--- config.mk ---
export PLATFORM = sky130hd
export DESIGN_NAME = fetch_unit
export DESIGN_NICKNAME = d
export VERILOG_FILES = /design/src/rtl/fetch_unit.sv
export SDC_FILE = /design/constraint.sdc
export NUM_CORES = 1
export LEC_CHECK = 0
export ABC_AREA = 1
export BUFFER_PORTS_ARGS = -buffer_cell sky130_fd_sc_hd__buf_4
export CORE_ASPECT_RATIO = 2
export CORE_MARGIN = 1
export CORE_UTILIZATION = 47
export CTS_CLUSTER_SIZE = 40
export DETAILED_ROUTE_END_ITERATION = 16
export PLACE_DENSITY = 0.92
export RECOVER_POWER = 25
export REMOVE_ABC_BUFFERS = 1
export SYNTH_ARGS = -nofsm -noshare
export SYNTH_HDL_FRONTEND = slang
export SYNTH_SLANG_ARGS = --single-unit
--- constraint.sdc ---
create_clock -name clk -period 2 [get_ports clk]
set_input_delay 0.4 -clock clk [delete_from_list [all_inputs] [get_ports clk]]
set_output_delay 0.4 -clock clk [all_outputs]
set_load 0.1 [all_outputs]
--- src/rtl/fetch_unit.sv ---
// RV32I instruction fetch stage: holds the PC, fetches over a req/rsp handshake, and hands Instr/PC to decode.
// Optional FETCH_MISALIGN_CHECK_EN: a misaligned next PC halts fetch and raises a sticky fetch_fault.
module fetch_unit #(
  parameter logic [31:0] RESET_PC  = 32'h0000_0000,
  parameter logic [31:0] NOP_INSTR = 32'h0000_0013
) (
  input  logic        clk,
  input  logic        reset_n,
  input  logic [1:0]  PCSrc,
  input  logic [31:0] PCTarget,
  input  logic [31:0] ALUResult,
  input  logic        exec_ready,
  output logic        imem_req,
  output logic [31:0] imem_addr,
  input  logic        imem_ready,
  input  logic        imem_rvalid,
  input  logic [31:0] imem_rdata,
  output logic [31:0] Instr,
  output logic [31:0] PC,
  output logic [31:0] PCPlus4,
  output logic        instr_valid,
  output logic        fetch_fault
);

  typedef enum logic [1:0] {S_REQ, S_WAIT, S_HOLD, S_HALT} state_e;

  state_e      state_q;
  logic [31:0] pc_fetch_q, pc_q, instr_q;
  logic        req_q, valid_q;
  logic [31:0] next_sel, next_pc_d;

  always_comb begin
    next_sel = pc_q + 32'd4;
    case (PCSrc)
      2'b01:   next_sel = PCTarget;
      2'b10:   next_sel = ALUResult;
      default: next_sel = pc_q + 32'd4;
    endcase
  end

`ifdef FETCH_MISALIGN_CHECK_EN
  logic misalign;
  logic fault_q;
  assign misalign    = |next_sel[1:0];
  assign next_pc_d   = next_sel;
  assign fetch_fault = fault_q;
`else
  assign next_pc_d   = next_sel & ~32'h0000_0003;
  assign fetch_fault = 1'b0;
`endif

  // req_q is only raised on the cycle after reset release, so a ready seen
  // while req_q is still low is not an accept.
  always_ff @(posedge clk) begin
    if (!reset_n) begin
      state_q    <= S_REQ;
      pc_fetch_q <= RESET_PC;
      pc_q       <= RESET_PC;
      instr_q    <= NOP_INSTR;
      req_q      <= 1'b0;
      valid_q    <= 1'b0;
`ifdef FETCH_MISALIGN_CHECK_EN
      fault_q    <= 1'b0;
`endif
    end else begin
      case (state_q)
        S_REQ: begin
          if (!req_q) begin
            req_q <= 1'b1;
          end else if (imem_ready) begin
            req_q   <= 1'b0;
            state_q <= S_WAIT;
          end
        end
        S_WAIT: begin
          if (imem_rvalid) begin
            instr_q <= imem_rdata;
            pc_q    <= pc_fetch_q;
            valid_q <= 1'b1;
            state_q <= S_HOLD;
          end
        end
        S_HOLD: begin
          if (exec_ready) begin
            valid_q <= 1'b0;
            instr_q <= NOP_INSTR;
`ifdef FETCH_MISALIGN_CHECK_EN
            if (misalign) begin
              fault_q <= 1'b1;
              state_q <= S_HALT;
            end else begin
              pc_fetch_q <= next_pc_d;
              req_q      <= 1'b1;
              state_q    <= S_REQ;
            end
`else
            pc_fetch_q <= next_pc_d;
            req_q      <= 1'b1;
            state_q    <= S_REQ;
`endif
          end
        end
        S_HALT: begin
          req_q   <= 1'b0;
          valid_q <= 1'b0;
        end
      endcase
    end
  end

  assign imem_req    = req_q;
  assign imem_addr   = pc_fetch_q;
  assign Instr       = instr_q;
  assign PC          = pc_q;
  assign PCPlus4     = pc_q + 32'd4;
  assign instr_valid = valid_q;

endmodule
Yosys cells after proc, flatten, opt, wreduce, memory -nomap -nowiden
Cells that the tools add are included.
{"block": "word_totals", "output_inout_bits": 131, "in_bits": 103, "word_cells": 43, "ff_bits": 96}
{"block": "op_classes", "reduce_logical": 11, "n_mux": 16, "n_addsub": 1, "n_eq_ne": 9}
{"operator": "$pmux 32 s2", "n": 2}
{"operator": "$mux 32", "n": 2}
{"operator": "$add 32x3->32 const B", "n": 1}
{"operator": "$reduce_bool 3->1", "n": 3}
{"operator": "$mux 2", "n": 4}
{"operator": "$ne 2x2->1 const B", "n": 4}
{"operator": "$eq 2x2->1 const B", "n": 3}
{"operator": "$pmux 1 s3", "n": 2}
{"operator": "$pmux 2 s3", "n": 1}
{"operator": "$reduce_and 2->1", "n": 3}
{"operator": "$reduce_and 3->1", "n": 2}
{"operator": "$mux 1", "n": 5}
{"operator": "$reduce_and 5->1", "n": 1}
{"operator": "$eq 2x1->1 const B", "n": 2}
{"operator": "$logic_not 2->1", "n": 1}
{"operator": "$reduce_bool 2->1", "n": 1}

Logic depth before layout (Yosys ltp)
{"block": "logic_depth", "word_depth": 3, "depth_mapped": 10, "ltp_nobuf": 10}

Worst setup path before layout
No wires, ideal clock.
{"block": "synth_path", "path_kind": "register to output", "from": "reg pc_q[2] (netlist: PC[2])", "to": "out PCPlus4[9]", "t_arrival_ns": 3.786, "stages_incl_launch_ff": 5, "n_path_buf": 0, "slack_ns": -2.186, "t_required_ns": 1.600, "cell_sequence": "dfxtp_1 inv_1 nor2_8 nand2_4 xnor2_1"}
{"block": "synth_via", "elab_chain_cells": 1}
{"item": "start, declared", "line_no": "28", "source": "logic [31:0] pc_fetch_q, pc_q, instr_q;"}
{"item": "start signal, assigned", "line_no": "78", "source": "pc_q <= pc_fetch_q;"}
{"item": "$add 32x3->32", "line_no": "115", "source": "assign PCPlus4 = pc_q + 32'd4;"}
{"item": "end, declared", "line_no": "20", "source": "output logic [31:0] PCPlus4,"}
No other way between the ends.

Final worst setup path
{"block": "layout_path", "from": "reg pc_q[2] (netlist: PC[2])", "to": "out PCPlus4[26]"}
The elaborated chain is that of the path after synthesis.

==> impl_summary.log <==
[metrics] proportion of layout cells with a drive suffix above 1: 41.64%
[metrics] instance area after placement: 0.007057 sq mm
[metrics] PwrDens: 1525 mW/mm^2
[metrics] count of unresolved DRC violations after routing: 0
[metrics] CTS clock-pin slew for the worst setup and hold paths: 0.07 ns
[metrics] warning count from the yosys run: 0
[metrics] detailed-route vias per instance: 5.482
[metrics] global-route wire length before repair: 27840 um
[metrics] floorplan row count: 53
[metrics] routed vias: 5964
[metrics] CTS sink count: 96
[metrics] Finished Core Util: 77.45%
[metrics] Layout Skew: 0.008469 ns
[metrics] number of fill cells in the layout: 740
[metrics] capturing element type of the critical path: primary output
[metrics] DR WL/cell: 16.99 um
[metrics] top library cells by usage in the layout, fill and taps aside: buf_4, nand2_1, a21oi_1
[metrics] HP Class: in -> reg
[metrics] cell chosen for the clock root: clkbuf_16
[metrics] number of clock buffers inserted by TritonCTS: 9
[metrics] vias in the first global route: 5888
[metrics] Leakage Power: 3.656 nW
[metrics] met1 usage: 32.07%
[metrics] latest clock arrival within the worst-skew pair: 0.34 ns
[metrics] largest net degree at the start of global routing: 40
[metrics] fraction of synthesis flops using an asynchronous set or reset pin: 0%
[metrics] part of the Yosys area used for sequential elements: 38.40%
[metrics] number of max-slew violations in the final report: 0
[metrics] fraction of post-synthesis cell area in the top cell type by area: 38.40%
[metrics] multi-input logic area: 0.003055 sq mm
[metrics] most crowded layer after global routing: met2
[metrics] cells after synthesis: 690
[metrics] Overall Global Routing Usage: 33.05%
[metrics] VDD IR max: 1.446 mV
[metrics] final WL: 18480 um
[metrics] First DRT Iteration DRCs: 369
[metrics] io pins: 234
[metrics] ranking of synthesized cells by area: dfxtp_1, nand2_1, a21oi_1, o21ai_0, a22o_1
[metrics] clock buffer depth: 2
[metrics] vertical extent of the die: 147.9 um
[metrics] max-cap violation count: 0
[metrics] Tcrit/Tclk final: 113.1%
[metrics] number of hold-repair buffers added at the cts stage: 0
[metrics] count of placed standard cells including taps: 1054
[metrics] number of antenna violations at the first check in global routing: 0
[metrics] total of flip-flops plus latches after synthesis: 96
[metrics] number of iterations in the first detailed-routing pass: 5
[metrics] Critical Path RT: 1.60 ns
[metrics] primary flip-flop cell chosen by synthesis mapping: dfxtp_1
[metrics] width of the chip: 74.97 um
[metrics] minimum clock period: 2.261 ns
[metrics] WP data arrival: 1.86 ns
[metrics] total standard cell area after synthesis: 0.005005 sq mm
[metrics] routing usage on met3: 6.476%
[metrics] final setup violation count: 26
[metrics] RSZ-0062 raised after global routing: yes
[metrics] Final Net Count: 1057
[metrics] number of enable-type register cells in the synthesized netlist: 0
[metrics] starting density of the core: 48.07%
[metrics] result of the run: finished, violations left
[metrics] library cells used by synthesis: 29
[metrics] TritonCTS clock tree: done
[metrics] H-tree level count: 3
[metrics] Port-buffer cells: 222
[metrics] final setup TNS: -4.048 ns
[metrics] top achievable clock speed: 442.3 MHz
[metrics] top fanout value on the critical path: 5
[metrics] commonest non-fill, non-tap cell in the layout: buf_4
[metrics] final cell count without fillers: 1088
[metrics] slack of the critical path: -0.2612 ns
[metrics] Final Wtd Congestion: 0.9284
[metrics] Final Instance Area: 0.008064 sq mm
[metrics] mean post-synth cell area: 7.253 sq um
[metrics] synthesis-to-finish area growth: 61.12%
[metrics] antenna-violating nets left: 0
[metrics] core box area: 0.01041 sq mm
[metrics] total gr overflow: 0
[metrics] total die area: 0.01109 sq mm
[metrics] Worst Tran Pin Value: 0.8155 ns
[metrics] number of antenna cells inserted: 0
[metrics] total power of the final layout: 12.30 mW
[metrics] Detail Placement HPWL: 12980 um
[metrics] violations in the final reports: setup timing
[metrics] critical path class: reg -> out
[metrics] leading area contributor after synthesis: dfxtp_1
[metrics] sort of element at the start of the critical path: flop
[metrics] Slew headroom: 45.58%
[metrics] number of hold-slack violations in the final timing report: 0
[metrics] Register Area: 0.001946 sq mm
[metrics] met2 Resource Use GR: 62.97%
through the flow:
stage,hold slack (ns),setup slack [ns]
after floorplan,0.5117,-2.186
after global placement,0.4419,-0.01901
after detailed placement,0.4476,-0.07145
after CTS,0.2639,-0.2547
after global routing,0.2775,-0.3436
final,0.2715,-0.2612
repair_timing:
| action | CTS | global route |
|---|---|---|
| resized for setup | 116 | 53 |
| setup endpoints to repair | 27 | 57 |
| buffers inserted | 9 | 10 |
| pin swaps | 25 | 22 |
worst max-delay path, cell delays in order (launching register included):
cell,delay [ns]
dfxtp_4,0.37
ha_4,0.15
nand2_4,0.05
nor2_4,0.11
buf_6,0.13
nand2_8,0.06
nor2_4,0.20
nand3b_1,0.13
nand2_2,0.13
buf_12,0.18
path summary, 6_finish.rpt:
path / start / endpoint / slack (ns) / cells after the start
setup / recovery: PC[2] / PCPlus4[26] / -0.26 / 9
setup reg to reg: state_q[0] / Instr[22] / 0.20 / 10
hold reg to reg: Instr[4] / Instr[4] / 0.46 / 2
hold / removal: imem_rdata[0] / Instr[0] / 0.27 / 3
registers in the layout, summed over array words and instances, names as in the netlist:
signal,cells
Instr,32
imem_req,1
imem_addr,30
state_q,2
instr_valid,1
PC,30
cells in the mapped netlist, types with 7 or more instances:
master / instances
nand2_1: 139
a21oi_1: 98
dfxtp_1: 96
nor2_1: 68
o21ai_0: 67
nand3_1: 43
a22o_1: 30
inv_1: 30
clkbuf_1: 28
buf_2: 10
ha_1: 8
nand3b_1: 8
buf_4: 7
power by group:
group	internal, mW	switching [mW]	total, mW
Sequential	2.39	0.376	2.77
Combinational	1.92	5.95	7.87
Clock	0.885	0.778	1.66
layout make-up:
class	instances	share of cell area (%)
flip-flops and latches	96	24.13
well taps	137	2.126
multi-input cells	517	37.89
clock buffers	11	3.010
clock inverters	5	0.4965
inverters	33	1.567
repair buffers	289	30.78
layer usage:
layer  up-vias  share of wire [%]
met5         -                  0
met4         0                3.7
met3        58                6.7
met2       320                 56
met1      2779                 34
li1       2807                  -
kinds of logic after synthesis:
group | share of synthesized area (%)
adders and majority gates | 2.000
other | 0.07493
and+or+nand+nor | 26.12
xor gates and xnor gates | 3.350
AOI/OAI and AO/OA | 23.05
buffers and inverters | 7.000
DFF | 38.40
Power figures use the tool's default switching activity.
